### src/rtl/postsyn_pkg.sv
// Shared types and default constants for the postsynaptic neuron.
package postsyn_pkg;

  typedef enum logic {
    INTEGRATE  = 1'b0,
    REFRACTORY = 1'b1
  } state_t;

  localparam int DEF_WIDTH          = 8;
  localparam int DEF_W_WIDTH        = 4;
  localparam int DEF_LEAK_PERIOD    = 16;
  localparam int DEF_LEAK_AMT       = 1;
  localparam int DEF_REFRACT_CYCLES = 8;

endpackage

### src/rtl/spike_edge_detect.sv
// Rising-edge detector for one synchronous spike level input.
module spike_edge_detect (
  input  logic clk,
  input  logic rst_n,
  input  logic in,
  output logic evt
);

  logic prev;

  // History tracks the input every cycle, independent of enable.
  always_ff @(posedge clk or negedge rst_n) begin
    if (!rst_n) prev <= 1'b0;
    else        prev <= in;
  end

  assign evt = in & ~prev;

endmodule

### src/rtl/postsynaptic_neuron.sv
// Leaky integrate-and-fire neuron fed by two synapse spike inputs.
module postsynaptic_neuron
  import postsyn_pkg::*;
#(
  parameter int WIDTH          = DEF_WIDTH,
  parameter int W_WIDTH        = DEF_W_WIDTH,
  parameter int LEAK_PERIOD    = DEF_LEAK_PERIOD,
  parameter int LEAK_AMT       = DEF_LEAK_AMT,
  parameter int REFRACT_CYCLES = DEF_REFRACT_CYCLES
) (
  input  logic               clk,
  input  logic               rst_n,
  input  logic               ena,
  input  logic               spike_a_in,
  input  logic               spike_b_in,
  input  logic [W_WIDTH-1:0] weight_a,
  input  logic [W_WIDTH-1:0] weight_b,
  input  logic [WIDTH-1:0]   threshold,
  output logic               spike_out,
  output logic [WIDTH-1:0]   potential,
  output logic               refractory,
  output logic [7:0]         spike_count
);

  localparam int LW = $clog2(LEAK_PERIOD);
  localparam int RW = (REFRACT_CYCLES > 1) ? $clog2(REFRACT_CYCLES) : 1;
  localparam int SW = WIDTH + 2;

  localparam logic [LW-1:0] LEAK_LAST = LW'(LEAK_PERIOD - 1);
  localparam logic [RW-1:0] REFR_INIT = RW'(REFRACT_CYCLES - 1);
  localparam logic signed [SW-1:0] POT_MAX = SW'((1 << WIDTH) - 1);

  state_t state, state_d;
  logic [LW-1:0] lcnt;
  logic [RW-1:0] rcnt, rcnt_d;
  logic [WIDTH-1:0] pot_d;
  logic [7:0] count_d;
  logic spike_d;
  logic ev_a, ev_b;
  logic leak_tick, fire;
  logic signed [SW-1:0] pot_s, add_a, add_b, leak_v, sum;
  logic [WIDTH-1:0] clamped;

  spike_edge_detect u_edge_a (
    .clk   (clk),
    .rst_n (rst_n),
    .in    (spike_a_in),
    .evt   (ev_a)
  );

  spike_edge_detect u_edge_b (
    .clk   (clk),
    .rst_n (rst_n),
    .in    (spike_b_in),
    .evt   (ev_b)
  );

  always_ff @(posedge clk or negedge rst_n) begin
    if (!rst_n) begin
      lcnt <= '0;
    end else if (ena) begin
      lcnt <= (lcnt == LEAK_LAST) ? '0 : lcnt + 1'b1;
    end
  end

  assign leak_tick = (lcnt == LEAK_LAST);
  assign fire = (threshold != '0) && (potential >= threshold);

  // Signed headroom lets add and leak net out before clamping.
  assign pot_s  = SW'(potential);
  assign add_a  = ev_a ? SW'(weight_a) : '0;
  assign add_b  = ev_b ? SW'(weight_b) : '0;
  assign leak_v = leak_tick ? SW'(LEAK_AMT) : '0;
  assign sum    = pot_s + add_a + add_b - leak_v;

  always_comb begin
    clamped = sum[WIDTH-1:0];
    if (sum < 0)            clamped = '0;
    else if (sum > POT_MAX) clamped = '1;
  end

  always_comb begin
    state_d = state;
    rcnt_d  = rcnt;
    pot_d   = potential;
    count_d = spike_count;
    spike_d = 1'b0;
    if (ena) begin
      unique case (state)
        INTEGRATE: begin
          if (fire) begin
            spike_d = 1'b1;
            pot_d   = '0;
            count_d = spike_count + 8'd1;
            rcnt_d  = REFR_INIT;
            state_d = REFRACTORY;
          end else begin
            pot_d = clamped;
          end
        end
        REFRACTORY: begin
          pot_d = '0;
          if (rcnt == '0) state_d = INTEGRATE;
          else            rcnt_d  = rcnt - 1'b1;
        end
        default: state_d = INTEGRATE;
      endcase
    end
  end

  always_ff @(posedge clk or negedge rst_n) begin
    if (!rst_n) begin
      state       <= INTEGRATE;
      rcnt        <= '0;
      potential   <= '0;
      spike_count <= '0;
      spike_out   <= 1'b0;
    end else begin
      state       <= state_d;
      rcnt        <= rcnt_d;
      potential   <= pot_d;
      spike_count <= count_d;
      spike_out   <= spike_d;
    end
  end

  assign refractory = (state == REFRACTORY);

endmodule

### config.mk
export PLATFORM = sky130hd
export DESIGN_NAME = postsynaptic_neuron
export DESIGN_NICKNAME = d
export VERILOG_FILES = /design/src/rtl/postsyn_pkg.sv /design/src/rtl/spike_edge_detect.sv /design/src/rtl/postsynaptic_neuron.sv
export SDC_FILE = /design/constraint.sdc
export NUM_CORES = 1
export LEC_CHECK = 0
export ABC_CLOCK_PERIOD_IN_PS = 4500
export CORE_MARGIN = 2
export CORE_UTILIZATION = 52
export DETAILED_ROUTE_END_ITERATION = 12
export PLACE_DENSITY = 0.82
export SYNTH_ARGS = -nofsm -noshare
export SYNTH_HDL_FRONTEND = slang
export SYNTH_SLANG_ARGS = --single-unit
### constraint.sdc
create_clock -name clk -period 4.5 [get_ports clk]
set_input_delay 0.9 -clock clk [delete_from_list [all_inputs] [get_ports clk]]
set_output_delay 0.9 -clock clk [all_outputs]
set_load 0.01 [all_outputs]
==> results.txt <==
GRT Total Usage -> 21.57%
Number of synthesized flops with an enable pin -> 0
Critical Path AT -> 4.38 ns
Worst setup path start -> spike_a_in
Post-synthesis cell area -> 0.002049 mm2
Reg2reg end -> potential[4]
Row count -> 22
RSZ-0062 raised after global routing -> no
Post-synthesis sequential area ratio -> 32.97%
Sink Count -> 27
Outcome -> finished, final reports clean
Pwr Total -> 1598 uW
Yosys top cell by area -> dfrtp_1
Finished Core Util -> 68.55%
Synthesis-to-finish area growth -> 24.30%
Worst Hold Class -> flip-flop to flip-flop
Max Root-Sink Buffers -> 2
Die area -> 0.004460 mm2
Routed len/inst -> 13.82 um
Wire length of the first global-routing pass -> 7362 um
Worst Setup EP -> potential[4]
CTS H-tree lvls -> 1
Synth Area per Inst -> 9.901 um2
Yosys cell types -> 43
Worst slew pin tran -> 0.8886 ns
CTS clk-pin slew, worst paths -> 0.09 ns
Router iterations before antenna repair -> 4
Setup Fix Bufs, Post-CTS -> 0
Fmax -> 239.4 MHz
Synth Flop Type -> dfrtp_1
Final wirelength -> 4119 um
Antenna Diode Count -> 0
Mapped Nets -> 261
Worst slack, placed -> 0.08986 ns
Setup slack, reg-to-reg -> 0.98 ns
Layout cells sized above 1 -> 9.600%
Final net count -> 305
Hold Vio Cnt, Final -> 0
Worst-case reg-to-reg path depth -> 15
R2r startpoint -> lcnt[0]
Tmin final -> 4.177 ns
Initial drt markers -> 99
Top Ports -> 39
Most frequent cells after synthesis -> inv_1, ha_1, dfrtp_1, nand2_1, nor2_1
Die Width -> 66.78 um
Vias per cell -> 5.446
Total negative slack -> 0 ns
Largest net degree at the start of global routing -> 21
Crit share post-route -> 92.81%
Worst setup EP type -> flip-flop
Crit Path Max Fanout -> 5
GPL Wtd Cong -> 0.7798
Core area -> 0.003716 mm2
Synthesized flop and latch total -> 27
Setup slack after layout -> 0.3235 ns
Post-synth top area share -> 32.97%
Post-Route Skew -> 0.001592 ns
CTS tree -> done
Slew Viols, Final -> 0
Die height -> 66.78 um
Vias in the first global route -> 1584
Most common cell in the synthesized netlist -> inv_1
Post-Syn Instances -> 207
Post-CTS Resized -> 0
CTS Root Cell -> clkbuf_8
Remaining global-route overflow -> 0
Req. time, crit path -> 4.70 ns
Crit Path Class -> input port to flip-flop
Clk_lat worst skew -> 0.27 ns
DP Wirelength -> 3297 um
Routed via count -> 1623
Total of max-cap violations -> 0
Initial core utilization -> 55.15%
CTS Buf Count -> 3
Ys Warns -> 0
Maximum VDD drop -> 303.7 uV
Port buffer count -> 38
Dominant cells by area after synthesis -> dfrtp_1, ha_1, inv_1, fa_1, o22ai_2
# hold bufs at CTS -> 0
Initial antenna violation count -> 0
PwrDens -> 627.4 mW/mm2
Hold Path Cell Cnt -> 1
Startpoint class of the critical path -> input port
Antenna viol nets, final -> 0
Residual DRC -> 0
Lkg Pwr -> 0.001204 uW
Rel. slew slack -> 40.57%
Ys async rst share -> 100.0%
Final number of setup-violating endpoints -> 0
[worst min-delay path by stage]
stage | start | end | slack (ns)
floorplan | lcnt[3] | lcnt[3] | 0.43
global placement | lcnt[3] | lcnt[3] | 0.45
detailed placement | lcnt[3] | lcnt[3] | 0.47
CTS | lcnt[3] | lcnt[3] | 0.48
global route | lcnt[3] | lcnt[3] | 0.53
finish | lcnt[3] | lcnt[3] | 0.48
[report_power, final]
| group | internal (uW) | leakage, uW | total [uW] | switching [uW] |
|---|---|---|---|---|
| registers | 316 | 0.000344 | 390 | 74.1 |
| logic | 517 | 0.000835 | 1070 | 554 |
| clock network | 62.1 | 0.0000255 | 137 | 75.3 |
| total | 895 | 0.00120 | 1600 | 703 |
[sequential cells by signal, indices dropped and copies added, names as in the netlist]
| register | count |
|---|---|
| lcnt | 4 |
| potential | 8 |
| rcnt | 3 |
| refractory | 1 |
| spike_count | 8 |
| spike_out | 1 |
| u_edge_a.prev | 1 |
| u_edge_b.prev | 1 |
[critical path: stages]
cell and delay (ns):
clkdlybuf4s50_1 0.46, nor2b_1 0.30, nand2_1 0.10, ha_1 0.28, inv_1 0.05, fa_1 0.54, ha_1 0.19, inv_1 0.06
fa_1 0.38, nand2b_1 0.18, a211oi_1 0.21, o21a_1 0.18, or3_1 0.12, nand4bb_1 0.13, buf_4 0.19, o22ai_2 0.11
[per-layer routing]
metal  wire length [um]  track usage, %  up-vias
li1                   -               -      811
met1               1958           30.13      776
met2               1953           34.88       27
met3                138           3.716        9
met4                 69           5.102        0
met5                  0               0        -
[layout make-up]
cell class              count  area [um2]
multi-input cells         148        1246
fillers                   319        1169
flip-flops and latches     27       675.6
repair buffers             42       410.4
inverters                  29       108.9
well taps                  48       60.06
clock buffers               3       41.29
clock inverters             1       5.005
[placed cells by master (no fill, tap or decap), drive strengths merged, types with 5 or more instances in the layout]
master / n
dfrtp: 27
o21ai: 9
clkdlybuf4s50: 38
fa: 5
a21oi: 8
inv: 29
o22ai: 8
nand2b: 6
nand2: 13
ha: 28
nor2: 12
xnor2: 9
[cell families after synthesis]
kind of cell	after synthesis	share of synthesized area, %
and+or+nand+nor	54	14.53
AOI/OAI and AO/OA	46	17.52
adders and majority gates	33	21.98
buffers and inverters	32	6.227
DFF	27	32.97
xor gates and xnor gates	12	5.129
muxes	3	1.648
[through the flow]
step	hold slack, ns	cells	cell area, um2
2_1_floorplan	0.4302	207	2049
3_3_place_gp	0.4481	294	2501
3_5_place_dp	0.4654	294	2501
4_1_cts	0.4786	298	2547
5_1_grt	0.5288	298	2547
6_report	0.4791	298	2547
(Power assumes the default switching activity.)
==> edit 1 (same flow settings) <==
Change the package constant `DEF_W_WIDTH` from 4 to 6.
--- a/src/rtl/postsyn_pkg.sv
+++ b/src/rtl/postsyn_pkg.sv
@@ -7,7 +7,7 @@
   } state_t;
 
   localparam int DEF_WIDTH          = 8;
-  localparam int DEF_W_WIDTH        = 4;
+  localparam int DEF_W_WIDTH        = 6;
   localparam int DEF_LEAK_PERIOD    = 16;
   localparam int DEF_LEAK_AMT       = 1;
   localparam int DEF_REFRACT_CYCLES = 8;
Interface: changed (resized weight_a and weight_b); port bits go from 39 to 43. The function was not compared with the original's and may differ.
==> edit 1 against the original RTL <==
Design area up 0.49%; synthesized area down 1.1%; sequential cell count unchanged; via count up 0.25%; global-route usage down 0.38 points; highest routed layer unchanged; setup slack worse by 0.037 ns; largest power group unchanged; total power up 18%; combinational power up 24%; routed wire length down 0.51%.
==> edit 1: results <==
[finish]
multi_input_area_share_pct = 46.7
num-multi-input-gates = 157
n_fill_cell = 310
clk_share_pct = 1.81
nNonClkBuffers = 46
sh_seq_area_pct = 26.4
nNetsFinal = 330
area_delta_synth_final_pct = 26.3
bufAreaShareNonClock_pct = 17.6
n_sequential_cell = 27
inv_count = 35
drive_gt1_share_pct = 5.20

[placement]
post-place-ws_ns = -0.0105
dpl.hpwl_um = 3420
dp.cells = 313
place_area_um2 = 2510
routabilityCongestion = 0.896

[setup_path]
rrSetupSlack_ns = 0.93
rr_worst_depth = 14
crit_fanout = 8
slowest_stage = "or3_1"
critPathArrivalTime_ns = 4.39

[routing]
drtIter0Drc = 97
route.detailed.wl_per_inst_um = 12.9
dr_total_vias = 1627

[pwr]
p_clk_share_pct = 7.1
power_frac_comb_pct = 70.5

[global_route]
grt_pass1_wl_um = 7130

[synth]
synth_area_per_cell_um2 = 9.09
yosys-top-cells-area = "dfrtp_1, ha_1, fa_1, inv_1, xnor2_1"
post_synth_most_frequent_cells = "inv_1, ha_1, dfrtp_1"
netlist_area_um2 = 2030
synth_xor_area_share_pct = 6.05
synth_nets = 283
synth-compound-area-share_pct = 11.5
ys_types = 34
synth_fa_ha_area_share_pct = 24.2
synth.area.mux_share_pct = 1.11

[timing]
skew_ns = 0.00522
hold_ws_ns = 0.474
slew_headroom_pct = 61.4

[worst_hold_path]
min-delay-start = "spike_count[7]"

[status]
status = "completed"
edit 1: changes by cell type after synthesis, sizes merged, moves of 3 or more:
cell / before / now
nand2: 13 / 24
inv: 29 / 35
nor2: 12 / 17
a211oi: 4 / 1
a21oi: 8 / 11
a2bb2oi: 3 / 0
nor3: 2 / 6
edit 1: routing by layer:
| layer | routed length (µm) | global-route usage [%] | vias to the layer above |
|---|---|---|---|
| li1 | - | - | 836 |
| met1 | 1810 | 27.3 | 751 |
| met2 | 2110 | 38.3 | 36 |
| met3 | 125 | 1.53 | 4 |
| met4 | 49 | 5.36 | 0 |
| met5 | 0 | 0 | - |
edit 1: how the worst max path moves through the flow:
stage	start	endpoint	slack, ns	depth (start not counted)
after floorplan	spike_a_in	potential[0]	0.70	15
after global placement	spike_a_in	potential[1]	0.08	16
after detailed placement	spike_a_in	potential[4]	-0.01	16
after CTS	spike_a_in	potential[4]	0.28	16
after global routing	spike_a_in	potential[3]	0.02	14
final	spike_a_in	potential[4]	0.29	16
==> edit 2 (config.mk and constraints unchanged) <==
Without the edit above. Add an input register stage for `ena`, `spike_a_in`, `spike_b_in`, `weight_a`, `weight_b` and `threshold`, with the module's reset; this delays them by one clock.
--- a/src/rtl/postsynaptic_neuron.sv
+++ b/src/rtl/postsynaptic_neuron.sv
@@ -30,6 +30,31 @@
   localparam logic [RW-1:0] REFR_INIT = RW'(REFRACT_CYCLES - 1);
   localparam logic signed [SW-1:0] POT_MAX = SW'((1 << WIDTH) - 1);
 
+  logic ena_q;
+  logic spike_a_q;
+  logic spike_b_q;
+  logic [W_WIDTH-1:0] weight_a_q;
+  logic [W_WIDTH-1:0] weight_b_q;
+  logic [WIDTH-1:0] threshold_q;
+
+  always_ff @(posedge clk or negedge rst_n) begin
+    if (!rst_n) begin
+      ena_q       <= '0;
+      spike_a_q   <= '0;
+      spike_b_q   <= '0;
+      weight_a_q  <= '0;
+      weight_b_q  <= '0;
+      threshold_q <= '0;
+    end else begin
+      ena_q       <= ena;
+      spike_a_q   <= spike_a_in;
+      spike_b_q   <= spike_b_in;
+      weight_a_q  <= weight_a;
+      weight_b_q  <= weight_b;
+      threshold_q <= threshold;
+    end
+  end
+
   state_t state, state_d;
   logic [LW-1:0] lcnt;
   logic [RW-1:0] rcnt, rcnt_d;
@@ -44,32 +69,32 @@
   spike_edge_detect u_edge_a (
     .clk   (clk),
     .rst_n (rst_n),
-    .in    (spike_a_in),
+    .in    (spike_a_q),
     .evt   (ev_a)
   );
 
   spike_edge_detect u_edge_b (
     .clk   (clk),
     .rst_n (rst_n),
-    .in    (spike_b_in),
+    .in    (spike_b_q),
     .evt   (ev_b)
   );
 
   always_ff @(posedge clk or negedge rst_n) begin
     if (!rst_n) begin
       lcnt <= '0;
-    end else if (ena) begin
+    end else if (ena_q) begin
       lcnt <= (lcnt == LEAK_LAST) ? '0 : lcnt + 1'b1;
     end
   end
 
   assign leak_tick = (lcnt == LEAK_LAST);
-  assign fire = (threshold != '0) && (potential >= threshold);
+  assign fire = (threshold_q != '0) && (potential >= threshold_q);
 
   // Signed headroom lets add and leak net out before clamping.
   assign pot_s  = SW'(potential);
-  assign add_a  = ev_a ? SW'(weight_a) : '0;
-  assign add_b  = ev_b ? SW'(weight_b) : '0;
+  assign add_a  = ev_a ? SW'(weight_a_q) : '0;
+  assign add_b  = ev_b ? SW'(weight_b_q) : '0;
   assign leak_v = leak_tick ? SW'(LEAK_AMT) : '0;
   assign sum    = pot_s + add_a + add_b - leak_v;
 
@@ -85,7 +110,7 @@
     pot_d   = potential;
     count_d = spike_count;
     spike_d = 1'b0;
-    if (ena) begin
+    if (ena_q) begin
       unique case (state)
         INTEGRATE: begin
           if (fire) begin
Check against the original RTL: not equivalent (a bounded check fails within 4 cycles, from zero or initial values and one cycle with rst_n low).
==> edit 2 against the original RTL <==
Setup slack better by 0.37 ns; synthesized area up 25%; fmax up 9.7%; die area up 23%; total power up 13%; core utilization down 3.7 points; sequential power up 48%; global-route usage down 3.5 points; clock skew up 0.0066 ns; design area up 20%; routed wire length up 9.0%; sequential cell count up 19; synthesized cell count up 9.7%.
==> edit 2: results <==
[global_route]
grt_pass1_vias = 1644
grt_pass1_wl_um = 7500
gr-usage-met1_pct = 24.3
met3_usage_pct = 5.01
met2_usage_pct = 28.9

[finish]
bufAreaShareNonClock_pct = 12.3
num-multi-input-gates = 149
multi_input_area_share_pct = 41.4
sh_seq_area_pct = 37.6
clk_share_pct = 2.49
nNonClkBuffers = 38
clock_buffers = 7
area_delta_synth_final_pct = 20.0
largest_registers = "potential (8), spike_count (8), threshold_q (8)"
nNetsFinal = 323
drive_gt1_share_pct = 8.92
n_fill_cell = 356

[synth]
post_synth_most_frequent_cells = "dfrtp_1, ha_1, inv_1"
synth_area_per_cell_um2 = 11.2
synth_xor_area_share_pct = 4.46
yosys-top-cells-area = "dfrtp_1, ha_1, inv_1, fa_1, xnor2_1"
synth_nets = 281
yosys_register_bits = 46
synth_fa_ha_area_share_pct = 17.6

[routing]
drtIter0Drc = 140
met2WireLength_um = 2140
route.detailed.wl_per_inst_um = 13.4
wl_met1_um = 2080
wl_met3_um = 226
via_per_inst = 5.12

[pwr]
p_leak_uw = 0.00140
vdd.ir_drop.worst_mv = 0.261

[placement]
dp.cells = 329
routabilityCongestion = 0.815
post-place-ws_ns = 0.742

[setup_path]
slowest_stage = "or4b_1"
cpPeakStageDelay_ns = 0.67
crit_fanout = 8

[timing]
skew_ns = 0.00815

[cts]
insertion_delay_ns = 0.29

[status]
status = "completed"

[worst_hold_path]
worstHoldPathCells = 0
## edit 2: power breakdown
part	total, µW	internal (µW)	switching [µW]
Sequential	577	492	85.5
Combinational	995	478	518
Clock	229	107	122
Total	1800	1080	725
## edit 2: kinds of logic (layout without fill, tap and decap cells)
kind of cell | Yosys count | after routing
AND/OR/NAND/NOR | 54 | 54
AO/OA/AOI/OAI | 46 | 46
flip-flops | 46 | 46
adder cells (fa/ha/maj) | 33 | 33
buffers and inverters | 32 | 74
XOR/XNOR | 13 | 13
multiplexers | 3 | 3
## edit 2: path summary, 6_finish.rpt
kind	from	endpoint	slack, ns
worst max-delay path	lcnt[0]	potential[0]	0.69
worst min-delay path	spike_b_q	u_edge_b.prev	0.37
worst max register to register	lcnt[0]	potential[0]	0.69
worst min register to register	spike_b_q	u_edge_b.prev	0.37
max in group asynchronous	rst_n	u_edge_b.prev	3.15
min in group asynchronous	rst_n	rcnt[2]	0.75
